--- src/rtl/target_scheduler_if.sv ---
// Player-facing signal bundle for the target scheduler: round control,
// 1 Hz tick and buttons in, target lamps, score pulse and round timer out.
interface target_scheduler_if;
  logic       startGame;
  logic       sec_tick;
  logic [3:0] btn;
  logic [3:0] target_led;
  logic       player_scored;
  logic       timer_expired;
  logic [5:0] time_left;

  // Drives the game inputs and observes the scheduler outputs.
  modport master (
    output startGame,
    output sec_tick,
    output btn,
    input  target_led,
    input  player_scored,
    input  timer_expired,
    input  time_left
  );

  // The scheduler itself.
  modport slave (
    input  startGame,
    input  sec_tick,
    input  btn,
    output target_led,
    output player_scored,
    output timer_expired,
    output time_left
  );
endinterface

--- src/rtl/target_scheduler.sv ---
// Whack-a-target round scheduler: lights one of four targets at a time,
// separated by dark gaps, scores clean hits and runs the round timer.
//
// state | meaning
// ------+-------------------------------------------------------------
// IDLE  | out of reset, waiting for startGame
// GAP   | all targets dark for GAP_CYCLES cycles
// LIT   | one target lit until hit, miss or WINDOW_CYCLES timeout
// DONE  | round over, timer_expired high, waiting for startGame
module target_scheduler #(
  parameter int GAME_TIME     = 30,
  parameter int WINDOW_CYCLES = 100_000_000,
  parameter int GAP_CYCLES    = 25_000_000
) (
  input  logic              clkIn,
  input  logic              reset,
  target_scheduler_if.slave bus
);

  localparam int MAX_CYCLES = (WINDOW_CYCLES > GAP_CYCLES) ? WINDOW_CYCLES : GAP_CYCLES;
  localparam int CW         = $clog2(MAX_CYCLES + 1);

  localparam logic [CW-1:0] GAP_TC    = CW'(GAP_CYCLES - 1);
  localparam logic [CW-1:0] WIN_TC    = CW'(WINDOW_CYCLES - 1);
  localparam logic [CW-1:0] CNT_ONE   = CW'(1);
  localparam logic [5:0]    TIME_INIT = 6'(GAME_TIME);

  typedef enum logic [1:0] {
    IDLE = 2'd0,
    GAP  = 2'd1,
    LIT  = 2'd2,
    DONE = 2'd3
  } state_t;

  state_t        state_q;
  state_t        state_nxt;
  logic [CW-1:0] cnt_q;
  logic [5:0]    time_left_q;
  logic [1:0]    tgt_q;
  logic [7:0]    lfsr_q;
  logic [3:0]    btn_prev_q;
  logic          scored_q;

  logic [3:0]    rise;
  logic [3:0]    tgt_onehot;
  logic          hit;
  logic          miss;
  logic          final_tick;
  logic          gap_done;
  logic          win_done;
  logic          lfsr_fb;
  logic [1:0]    new_tgt;
  logic [3:0]    led_c;
  logic          expired_c;

  // Event decode shared by the FSM and the datapath.
  assign rise       = bus.btn & ~btn_prev_q;
  assign tgt_onehot = 4'b0001 << tgt_q;
  assign miss       = |(rise & ~tgt_onehot);
  assign hit        = (|(rise & tgt_onehot)) && !miss;
  assign final_tick = bus.sec_tick && (time_left_q == 6'd1);
  assign gap_done   = (cnt_q == GAP_TC);
  assign win_done   = (cnt_q == WIN_TC);
  assign lfsr_fb    = lfsr_q[7] ^ lfsr_q[5] ^ lfsr_q[4] ^ lfsr_q[3];
  // Never light the same target twice in a row: bump to the neighbour.
  assign new_tgt    = (lfsr_q[1:0] == tgt_q) ? (lfsr_q[1:0] + 2'd1) : lfsr_q[1:0];

  // State register.
  always_ff @(posedge clkIn) begin
    if (!reset) state_q <= IDLE;
    else        state_q <= state_nxt;
  end

  // Next-state logic; the final second tick overrides every play transition.
  always_comb begin
    state_nxt = state_q;
    unique case (state_q)
      IDLE: if (bus.startGame) state_nxt = GAP;
      GAP: begin
        if (final_tick)    state_nxt = DONE;
        else if (gap_done) state_nxt = LIT;
      end
      LIT: begin
        if (final_tick)                    state_nxt = DONE;
        else if (hit || miss || win_done)  state_nxt = GAP;
      end
      DONE: if (bus.startGame) state_nxt = GAP;
      default: state_nxt = IDLE;
    endcase
  end

  // Output decode from the current state.
  always_comb begin
    led_c     = 4'b0000;
    expired_c = 1'b0;
    unique case (state_q)
      LIT:     led_c     = tgt_onehot;
      DONE:    expired_c = 1'b1;
      default: begin
        led_c     = 4'b0000;
        expired_c = 1'b0;
      end
    endcase
  end

  // Datapath: phase counter, round timer, target pick, LFSR, button history, score pulse.
  always_ff @(posedge clkIn) begin
    if (!reset) begin
      cnt_q       <= '0;
      time_left_q <= TIME_INIT;
      tgt_q       <= 2'd0;
      lfsr_q      <= 8'hA5;
      btn_prev_q  <= 4'hF;
      scored_q    <= 1'b0;
    end else begin
      lfsr_q     <= {lfsr_q[6:0], lfsr_fb};
      btn_prev_q <= bus.btn;
      // A hit still pulses even when the final tick ends the round that edge.
      scored_q   <= (state_q == LIT) && hit;

      if (state_nxt != state_q)
        cnt_q <= '0;
      else if (state_q == GAP || state_q == LIT)
        cnt_q <= cnt_q + CNT_ONE;
      else
        cnt_q <= '0;

      if ((state_q == IDLE || state_q == DONE) && bus.startGame)
        time_left_q <= TIME_INIT;
      else if ((state_q == GAP || state_q == LIT) && bus.sec_tick && time_left_q != 6'd0)
        time_left_q <= time_left_q - 6'd1;

      if (state_q == GAP && state_nxt == LIT)
        tgt_q <= new_tgt;
    end
  end

  assign bus.target_led    = led_c;
  assign bus.timer_expired = expired_c;
  assign bus.player_scored = scored_q;
  assign bus.time_left     = time_left_q;

endmodule

--- src/flat_wrapper.sv ---
// flat-port wrapper written by rule: the top's interface ports become plain ports
module target_scheduler_flat 
#(
  parameter int GAME_TIME     = 30,
  parameter int WINDOW_CYCLES = 100_000_000,
  parameter int GAP_CYCLES    = 25_000_000
)
  (clkIn, reset, bus_startGame, bus_sec_tick, bus_btn, bus_target_led, bus_player_scored, bus_timer_expired, bus_time_left);
  target_scheduler_if bus_i ();
  input  logic clkIn;
  input  logic reset;
  input wire logic [$bits(bus_i.startGame)-1:0] bus_startGame;
  input wire logic [$bits(bus_i.sec_tick)-1:0] bus_sec_tick;
  input wire logic [$bits(bus_i.btn)-1:0] bus_btn;
  output wire logic [$bits(bus_i.target_led)-1:0] bus_target_led;
  output wire logic [$bits(bus_i.player_scored)-1:0] bus_player_scored;
  output wire logic [$bits(bus_i.timer_expired)-1:0] bus_timer_expired;
  output wire logic [$bits(bus_i.time_left)-1:0] bus_time_left;
  assign bus_i.startGame = bus_startGame;
  assign bus_i.sec_tick = bus_sec_tick;
  assign bus_i.btn = bus_btn;
  assign bus_target_led = bus_i.target_led;
  assign bus_player_scored = bus_i.player_scored;
  assign bus_timer_expired = bus_i.timer_expired;
  assign bus_time_left = bus_i.time_left;
  target_scheduler #(.GAME_TIME(GAME_TIME), .WINDOW_CYCLES(WINDOW_CYCLES), .GAP_CYCLES(GAP_CYCLES)) u_core (.clkIn(clkIn), .reset(reset), .bus(bus_i));
endmodule
--- config.mk ---
export PLATFORM = sky130hd
export DESIGN_NAME = target_scheduler_flat
export DESIGN_NICKNAME = d
export VERILOG_FILES = /design/src/rtl/target_scheduler_if.sv /design/src/rtl/target_scheduler.sv /design/src/flat_wrapper.sv
export SDC_FILE = /design/constraint.sdc
export NUM_CORES = 1
export LEC_CHECK = 0
export ABC_AREA = 0
export CORE_AREA = 4 4 73 75
export DETAILED_ROUTE_END_ITERATION = 10
export DIE_AREA = 0 0 77 79
export PLACE_DENSITY = 0.69
export SYNTH_ARGS = -nofsm -noshare
export SYNTH_HDL_FRONTEND = slang
export SYNTH_SLANG_ARGS = --single-unit
--- constraint.sdc ---
create_clock -name clkIn -period 2.65 [get_ports clkIn]
set_input_delay 0.53 -clock clkIn [delete_from_list [all_inputs] [get_ports clkIn]]
set_output_delay 0.53 -clock clkIn [all_outputs]
set_load 0.01 [all_outputs]
==> metrics.md, run 1 <==
| Metric | Value |
|---|---|
| Die ar. | ~6000 sq um |
| Top Ports | 20 |
| Critical path depth in cells | 5 |
| Net Sw Power | 0.385 mW |
| RSZ-0062 raised after global routing | false |
| Drt drc | 0 |
| Peak VDD IR | 0.283 mV |
| Synth Flop Type | dfxtp_1 |
| CP Class | reg2out |
| Fin. Hold Viols | 0 |
| Slew of the pin with the lowest slew margin | slightly above 400 ps |
| P_leak | ~1.0 nW |
| Slowest CP cell | clkdlybuf4s50_1 |
| First-pass GRT wire length | about 8100 um |
| Die height | ~80 um |
| Antenna violations before repair | 0 |
| H-Tree Depth | 2 |
| Max Cap Viol | 0 |
| Setup Buffers After CTS | 0 |
| Final WL | about 4500 um |
| Clk_skew | ~13 ps |
| Routed WL per cell | around 13 um |
| Detail Route Antenna Nets | 0 |
| Final setup violation count | 0 |
| Slew headroom | 0.726 |
| Initial drt markers | 100 |
| Worst Hold Class | reg2reg |
| Final core utilization | 0.591 |
| Vias in the first global route | 1828 |
| Number of synthesized flops with an enable pin | 0 |
| Vias post-DR | about 1900 |
| Drt pass-1 iters | 4 |
| Mapped Area | roughly 2400 sq um |
| Yosys reg bits | 50 |
| CTS Sinks | 50 |
| Clk root buf | clkbuf_8 |
| Worst hold stages | 1 |
| CTS Buffer Depth | 2 |
| Post-Route Setup TNS | 0 ps |
| Core area | roughly 4700 sq um |
| CP required | between 2000 and 2500 ps |
| Minimum clock period | approximately 2500 ps |
| Logic pwr share | 0.123 |
| Unique masters post-synth | 44 |
| Worst R2R Path Depth | 8 |
| Flop pwr share | 0.522 |
| Status | finished, final reports clean |
| Syn nets | ~280 |
| Clock power share | 0.355 |
| Nets | 307 |
| Critical path's most frequent cell | inv_1 |
| Mean cell area of the mapped netlist | slightly below 9 sq um |
| Worst Setup End Kind | output pin |
| Num CTS Buffers | 5 |
| Area delta synth->final | 15.7% |
| CP Cell Sequence | inv_1 -> ha_1 -> inv_1 -> nor3b_1 -> clkdlybuf4s50_1 |
| Net Sw Frac | 0.252 |
| DPL Wire Length | between 3000 and 4000 um |
| Internal Dissipation | about 1.1 mW |
| Row count | 25 |
| Cells after synthesis | roughly 270 |
| Tcrit/Tclk final | 0.954 |
| Fill cell count | 434 |
| Largest net degree at the start of global routing | 27 |
| Share of cells above drive strength 1 | 0.0648 |
| Async SR Flop Fraction | 0 |
| GRT Overall Usage | 0.163 |
| Max FO, Critical Path | 6 |
| Reg clk slew, reported paths | roughly 100 ps |
| CP Launch Type | flop |
| Vias per inst | 5.46 |
| CP bufs+invs | 3 |
| Critical Path Max Stage Delay | between 500 and 600 ps |
| Delay-heaviest family, CP | buffers and inverters |
| Clk_lat worst skew | about 300 ps |
| Register area share after synthesis | 0.421 |
| Final slew viol count | 0 |
| CTS tree | done |
| CTS Hold Buffers Added | 0 |
| Antenna cell count | 0 |
| GRT overflow | 0 |
| Yosys warns | 0 |
| Die width | around 77 um |
| RePlAce Congestion | 0.824 |
| Pwr Density | around 550 nW/um^2 |
| Fmax | 395 MHz |
| Crit path DAT | around 2000 ps |
| CTS-repair resized insts | 0 |
| Initial Utilization | 0.511 |
| IO buf count | 19 |
==> through the flow <==
step	setup WS, ps	hold slack, ps	instance area [sq um]	power [mW]	cells
floorplan	540	386	2380	0.945	269
global placement	200	394	2640	0.996	339
detailed placement	155	399	2640	1.00	339
CTS	121	427	2750	1.55	347
global route	19.8	470	2750	1.59	347
finish	121	422	2750	1.53	347
==> layout make-up <==
| type | instances | area, sq um | share of cell area |
|---|---|---|---|
| Tap cell | 54 | 67.6 | 0.0245 |
| Inverter | 11 | 41.3 | 0.0150 |
| Sequential cell | 50 | 1000 | 0.363 |
| Clock inverter | 3 | 47.5 | 0.0173 |
| Timing Repair Buffer | 23 | 233 | 0.0845 |
| Clock buffer | 5 | 68.8 | 0.0250 |
| Multi-Input combinational cell | 201 | 1290 | 0.470 |
==> Yosys cell counts (3+ instances only) <==
cell type | number | area (sq um)
inv_1 | 11 | 41.3
and2_1 | 6 | 37.5
clkbuf_1 | 4 | 15.0
mux2i_1 | 3 | 30.0
nand3_1 | 17 | 85.1
nor2b_1 | 3 | 18.8
xnor2_1 | 9 | 78.8
and4_1 | 5 | 43.8
and3_1 | 7 | 43.8
nand2b_1 | 11 | 68.8
nor3_1 | 7 | 35.0
a21oi_1 | 4 | 20.0
dfxtp_1 | 50 | 1000
ha_1 | 7 | 87.6
nand2_1 | 22 | 82.6
nand4_1 | 9 | 56.3
xor2_1 | 24 | 210
o21ai_0 | 3 | 15.0
nor2_1 | 36 | 135
==> kinds of logic after synthesis <==
family | after synthesis | share of synthesized area
and+or+nand+nor | 135 | 0.295
DFF | 50 | 0.421
xor gates and xnor gates | 33 | 0.121
AOI/OAI and AO/OA | 22 | 0.0684
buffers and inverters | 18 | 0.0352
adders and majority gates | 7 | 0.0368
muxes | 4 | 0.0221
==> cell usage in the layout, fill, tap and decap left out, drive strengths merged, types with 2 or more instances in the layout <==
master	instances
dfxtp	50
nor2	36
xor2	24
nand2	22
clkdlybuf4s50	19
nand3	17
inv	12
nand2b	11
nand4	9
xnor2	9
nor3	7
and3	7
ha	7
and2	6
and4	5
clkbuf	5
a21oi	4
buf	4
o21ai	3
nor2b	3
mux2i	3
nor4	3
o31ai	2
o31a	2
o22ai	2
or2	2
or4	2
o211ai	2
==> per-layer routing <==
metal	wire length (um)	up-vias	track usage	part of all wire
li1	-	976	-	-
met3	142	6	0.0385	0.032
met5	0	-	0	0
met2	2190	25	0.280	0.49
met1	2120	886	0.204	0.47
met4	44	0	0.0480	0.0098
==> path summary, 6_finish.rpt <==
path / slack, ps / startpoint / to
hold reg to reg: 420 / u_core.lfsr_q[6] / u_core.lfsr_q[7]
setup / recovery: 120 / u_core.state_q[0] / bus_target_led[2]
hold / removal: 420 / u_core.lfsr_q[6] / u_core.lfsr_q[7]
setup reg to reg: 360 / u_core.cnt_q[0] / u_core.cnt_q[8]
==> registers in the layout (all words and copies together), names as in the netlist <==
| name | cells |
|---|---|
| u_core.state_q | 2 |
| u_core.cnt_q | 27 |
| u_core.tgt_q | 2 |
| u_core.bus.time_left | 6 |
| u_core.lfsr_q | 8 |
| u_core.btn_prev_q | 4 |
| u_core.bus.player_scored | 1 |
==> power groups by stage <==
stage	Combinational (mW)	Sequential [mW]	Clock (mW)
2_1_floorplan	0.138	0.807	0
3_3_place_gp	0.184	0.813	0
3_5_place_dp	0.187	0.813	0
4_1_cts	0.188	0.796	0.563
5_1_grt	0.207	0.799	0.587
6_report	0.188	0.796	0.542
(Power assumes the default switching activity.)
==> inputs of run 2 (changes only) <==
Settings changed: CORE_AREA 4 4 73 75 to 4 4 88 90, DIE_AREA 0 0 77 79 to 0 0 92 94, PLACE_DENSITY 0.69 to 0.5.
==> run 2 against run 1 <==
Wire length up 5.3%. Global-route usage down 4.6 points. Total power down 5.6%. Critical path type unchanged. Final cell count up 13%. Sequential cell count unchanged. Core utilization down 19 points. First-iteration DRC count down 16%. Fmax up 1.9%. Combinational power about the same. Sequential power about the same.
==> metrics.md, run 2 (synthesis results as in run 1) <==
| Metric | Value |
|---|---|
| Antenna violations before repair | 0 (unchanged) |
| Vias post-DR | 1856 (-2.0%) |
| Post-Route Setup TNS | 0 ps (unchanged) |
| H-Tree Depth | 2 (unchanged) |
| Reg clk slew, reported paths | 90 ps (about the same) |
| Placed Cells | 385 (+14%) |
| Area delta synth->final | 17.6% |
| CTS tree | done |
| Vias in the first global route | 1767 (-3.3%) |
| CP Class | reg2out |
| Post-route cell area | 2800 sq um (+1.6%) |
| CTS Sinks | 50 (unchanged) |
| Minimum clock period | 2480 ps (-46.6 ps) |
| Peak VDD IR | 0.171 mV (-40%) |
| Final slew viol count | 0 (unchanged) |
| CP required | 2120 ps (about the same) |
| Critical Path Max Stage Delay | 580 ps (about the same) |
| Nets | 308 (+0.33%) |
| Max reg flops | 27 (unchanged) |
| Pwr Density | 514 nW/um^2 (-7.1%) |
| Max FO, Critical Path | 6 (unchanged) |
| Worst Hold Class | reg2reg |
| Die height | 94 um (+19%) |
| R2R setup slack | 350 ps (about the same) |
| CTS Buffer Depth | 2 (unchanged) |
| CP bufs+invs | 3 (unchanged) |
| Delay-heaviest family, CP | buffers and inverters |
| Initial Utilization | 0.337 (-0.173) |
| Num CTS Buffers | 5 (unchanged) |
| RePlAce Congestion | 0.857 (+4.0%) |
| Drt drc | 0 (unchanged) |
| Die width | 92 um (+19%) |
| CP Launch Type | flop |
| GRT Overall Usage | 0.116 (-0.0465) |
| Antenna cell count | 0 (unchanged) |
| RSZ-0062 raised after global routing | false |
| Fmax | 403 MHz (+1.9%) |
| Most flops, register | u_core.cnt_q |
| Register area | 1000 sq um (unchanged) |
| Tcrit/Tclk final | 0.937 (-0.0176) |
| Most common library cell in the layout ignoring fill and taps | dfxtp_1 |
| Setup Buffers After CTS | 0 (unchanged) |
| Area of the multi-input gates | 1300 sq um (+0.19%) |
| Fill cell count | 751 (+73%) |
| Worst Setup End Kind | output pin |
| DPL Wire Length | 3450 um (+6.4%) |
| Detail Route Antenna Nets | 0 (unchanged) |
| Final WL | 4740 um (+5.3%) |
| Final setup violation count | 0 (unchanged) |
| Fin. Hold Viols | 0 (unchanged) |
| GRT overflow | 0 (unchanged) |
| Status | finished, final reports clean |
| Critical path's most frequent cell | inv_1 |
| IO buf count | 19 (unchanged) |
| Clk_lat worst skew | 300 ps (about the same) |
| Crit path DAT | 1950 ps (-50 ps) |
| Share of cells above drive strength 1 | 0.0714 (+0.00658) |
| Clk_skew | 6.19 ps (-7.00 ps) |
| Most frequent cells in the layout | dfxtp_1 (50), nor2_1 (36), xor2_1 (24) |
| Core area | 7060 sq um (+51%) |
| Slowest CP cell | clkdlybuf4s50_1 |
| Die ar. | 8650 sq um (+42%) |
| Placed Area | 2700 sq um (+2.4%) |
| Clk root buf | clkbuf_8 |
| Row count | 31 (+24%) |
| Routed WL per cell | 12.1 um (-7.0%) |
| Initial drt markers | 84 (-16%) |
| Slew of the pin with the lowest slew margin | 412 ps (+5.15 ps) |
| Vias per inst | 4.72 (-13%) |
| Top Ports | 20 (unchanged) |
| Non-Filler Instances | 393 (+13%) |
| Largest net degree at the start of global routing | 27 (unchanged) |
| Drt pass-1 iters | 4 (unchanged) |
| P_leak | 0.995 nW (-0.76%) |
| First-pass GRT wire length | 8220 um (+0.92%) |
| Slew headroom | 0.723 (-0.00346) |
| Max Cap Viol | 0 (unchanged) |
| CP Cell Sequence | inv_1 -> ha_2 -> inv_1 -> nor3b_1 -> clkdlybuf4s50_1 |
-- run 2: through the flow --
step | hold WS (ps) | utilization | total power, mW | setup WS (ps)
6_report | 419 | 0.396 | 1.44 | 168
2_1_floorplan | 386 | - | 0.945 | 540
4_1_cts | 426 | 0.396 | 1.47 | 110
3_5_place_dp | 401 | 0.383 | 1.00 | 155
3_3_place_gp | 404 | 0.383 | 1.00 | 176
5_1_grt | 443 | 0.396 | 1.52 | 58.9
-- run 2: metal layers --
layer / track usage / vias to the layer above / routed length (um)
met3: 0.0272 / 7 / 153
met4: 0.0408 / 0 / 70
met1: 0.143 / 848 / 2250
li1: - / 971 / -
met5: 0 / - / 0
met2: 0.199 / 30 / 2270
-- run 2: what timing repair did --
item	in CTS	in global routing
hold endpoints to repair	0	0
setup endpoints to repair	0	1
hold buffers	0	0
resized for setup	0	1
-- run 2: path summary, 6_finish.rpt --
check | to | cells after the start | start
worst min register to register | u_core.lfsr_q[7] | 1 | u_core.lfsr_q[6]
worst min-delay path | u_core.lfsr_q[7] | 1 | u_core.lfsr_q[6]
worst max-delay path | bus_target_led[2] | 5 | u_core.state_q[0]
worst max register to register | u_core.cnt_q[8] | 8 | u_core.cnt_q[0]
-- run 2: final cells by class --
type	count	share of cell area
clock buffers	6	0.0295
inverters	11	0.0148
well taps	99	0.0443
clock inverters	2	0.00447
flip-flops and latches	50	0.358
multi-input cells	201	0.464
repair buffers	24	0.0858
-- run 2: report_power, final --
part	internal, mW	switching [mW]
clock network	0.210	0.247
logic	0.0814	0.106
registers	0.774	0.0206
==> inputs of run 3 (changes only) <==
Settings changed: CORE_AREA 4 4 88 90 to 4 4 70 72, DIE_AREA 0 0 92 94 to 0 0 74 76, PLACE_DENSITY 0.5 to 0.75.
==> run 3 against run 2 <==
Clock power increased by 3%. Hold slack better by 3.1 ps. Count of clock-buffer cells in the layout shrank 1. Sequential power about the same. Critical path type unchanged. Largest cell class unchanged.
==> metrics.md, run 3 (synthesis results as in run 1) <==
| Metric | Value |
|---|---|
| Status | finished, final reports clean |
| RePlAce Congestion | 0.890 (+3.8%) |
| Placed Cells | 336 (-13%) |
| First-pass GRT wire length | 8070 um (-1.8%) |
| Reg clk slew, reported paths | 100 ps (about the same) |
| Vias post-DR | 1874 (+0.97%) |
| CTS Sinks | 50 (unchanged) |
| GRT Overall Usage | 0.176 (+0.0599) |
| Logic pwr share | 0.129 (about the same) |
| Post-Route Setup TNS | 0 ps (unchanged) |
| Max Cap Viol | 0 (unchanged) |
| Antenna violations before repair | 0 (unchanged) |
| Clk root buf | clkbuf_8 |
| Tcrit/Tclk final | 0.936 (about the same) |
| Worst R2R Path Depth | 8 (unchanged) |
| Die height | 76 um (-19%) |
| RSZ-0062 raised after global routing | false |
| Net Sw Frac | 0.275 (+0.0149) |
| P_leak | 0.987 nW (-0.75%) |
| Die width | 74 um (-20%) |
| Worst Setup End Kind | output pin |
| Worst hold stages | 1 (unchanged) |
| Max reg flops | 27 (unchanged) |
| Share of cells above drive strength 1 | 0.0651 (-0.00636) |
| Detail Route Antenna Nets | 0 (unchanged) |
| Slew of the pin with the lowest slew margin | 591 ps (+179 ps) |
| Vias per inst | 5.45 (+15%) |
| Vias in the first global route | 1790 (+1.3%) |
| Area delta synth->final | 14.6% |
| Initial Utilization | 0.554 (+0.217) |
| Final slew viol count | 0 (unchanged) |
| Peak VDD IR | 0.478 mV (+180%) |
| CP Class | reg2out |
| Core area | 4290 sq um (-39%) |
| Worst Hold Class | reg2reg |
| Num CTS Buffers | 5 (unchanged) |
| Initial drt markers | 124 (+48%) |
| Clock power share | 0.324 (+0.006) |
| Fin. Hold Viols | 0 (unchanged) |
| Final core utilization | 0.635 (+0.239) |
| H-Tree Depth | 2 (unchanged) |
| Minimum clock period | 2480 ps (-1.40 ps) |
| Most flops, register | u_core.cnt_q |
| Drt drc | 0 (unchanged) |
| CTS Hold Buffers Added | 0 (unchanged) |
| Fill cell count | 362 (-52%) |
| Fmax | 403 MHz (about the same) |
| CP required | 2120 ps (about the same) |
| Area of the multi-input gates | 1300 sq um (unchanged) |
| Antenna cell count | 0 (unchanged) |
| Drt pass-1 iters | 4 (unchanged) |
| Final setup violation count | 0 (unchanged) |
| Most frequent cells in the layout | dfxtp_1 (50), nor2_1 (36), xor2_1 (24) |
| Setup Buffers After CTS | 0 (unchanged) |
| Worst setup margin | 169 ps (+1.40 ps) |
| Largest net degree at the start of global routing | 27 (unchanged) |
| Worst slack, placed | 177 ps (+21.6 ps) |
| CP Launch Type | flop |
| Row count | 24 (-23%) |
| Internal Dissipation | 1.05 mW (-1.2%) |
| Slew headroom | 0.605 (-0.118) |
| Routed WL per cell | 12.9 um (+7.3%) |
| Clk_skew | 8.15 ps (+1.96 ps) |
| CTS tree | done |
| Pwr Density | 533 nW/um^2 (+3.5%) |
| Net Sw Power | 0.399 mW (+6.6%) |
| Final WL | 4450 um (-6.1%) |
| Nets | 306 (-0.65%) |
| Crit path DAT | 1950 ps (about the same) |
| DPL Wire Length | 3130 um (-9.2%) |
| Flop pwr share | 0.547 (-0.005) |
| Clk_lat worst skew | 310 ps (about the same) |
| Final hold slack | 422 ps (+3.07 ps) |
| Register area | 1000 sq um (unchanged) |
| Top Ports | 20 (unchanged) |
| Non-Filler Instances | 344 (-12%) |
| CTS Buffer Depth | 2 (unchanged) |
| Most common library cell in the layout ignoring fill and taps | dfxtp_1 |
| Die ar. | 5620 sq um (-35%) |
| IO buf count | 19 (unchanged) |
| Max FO, Critical Path | 7 (+1) |
| GRT overflow | 0 (unchanged) |
## run 3: cell count changes in the layout (fill, tap and decap cells not counted), sizes merged
cell      before  now
buf            5    3
inv           11   13
clkbuf         6    5
clkinvlp       1    0
## run 3: worst paths after layout
path | from | to | slack (ps)
worst min-delay path | u_core.lfsr_q[6] | u_core.lfsr_q[7] | 420
worst max-delay path | u_core.state_q[1] | bus_target_led[2] | 170
worst max register to register | u_core.cnt_q[0] | u_core.cnt_q[18] | 320
worst min register to register | u_core.lfsr_q[6] | u_core.lfsr_q[7] | 420
## run 3: timing repair
item / 4_1_cts / 5_1_grt
gates resized for setup: 0 / 1
hold endpoints to repair: 0 / 0
endpoints found under the setup margin: 0 / 1
## run 3: layer usage
metal  track usage  vias to the layer above  part of all wire
li1              -                      963                 -
met1         0.241                      876              0.48
met2         0.268                       33              0.48
met3        0.0462                        2             0.036
met4        0.0562                        0            0.0061
met5             0                        -                 0
## run 3: area by class of cell
| type | count | share of cell area |
|---|---|---|
| well taps | 52 | 0.0239 |
| repair buffers | 22 | 0.0826 |
| clock inverters | 3 | 0.0106 |
| inverters | 11 | 0.0151 |
| flip-flops and latches | 50 | 0.367 |
| multi-input cells | 201 | 0.476 |
| clock buffers | 5 | 0.0252 |
## run 3: power by group through the flow
stage / Clock [mW] / Sequential, mW / Combinational [mW]
4_1_cts: 0.489 / 0.795 / 0.185
3_5_place_dp: 0 / 0.811 / 0.183
6_report: 0.471 / 0.795 / 0.187
5_1_grt: 0.519 / 0.800 / 0.211
2_1_floorplan: 0 / 0.807 / 0.138
3_3_place_gp: 0 / 0.812 / 0.181
## run 3: worst max-delay path, cell delays in order, from the launching register on
cell and delay [ps]:
dfxtp_1 470, ha_2 300, inv_1 100, nor3b_1 200, clkdlybuf4s50_1 570
## run 3: through the flow
step	total power [mW]	cell area [sq um]
final	1.45	2730
after global routing	1.53	2730
after CTS	1.47	2730
after detailed placement	0.995	2630
after global placement	0.993	2630
after floorplan	0.945	2380
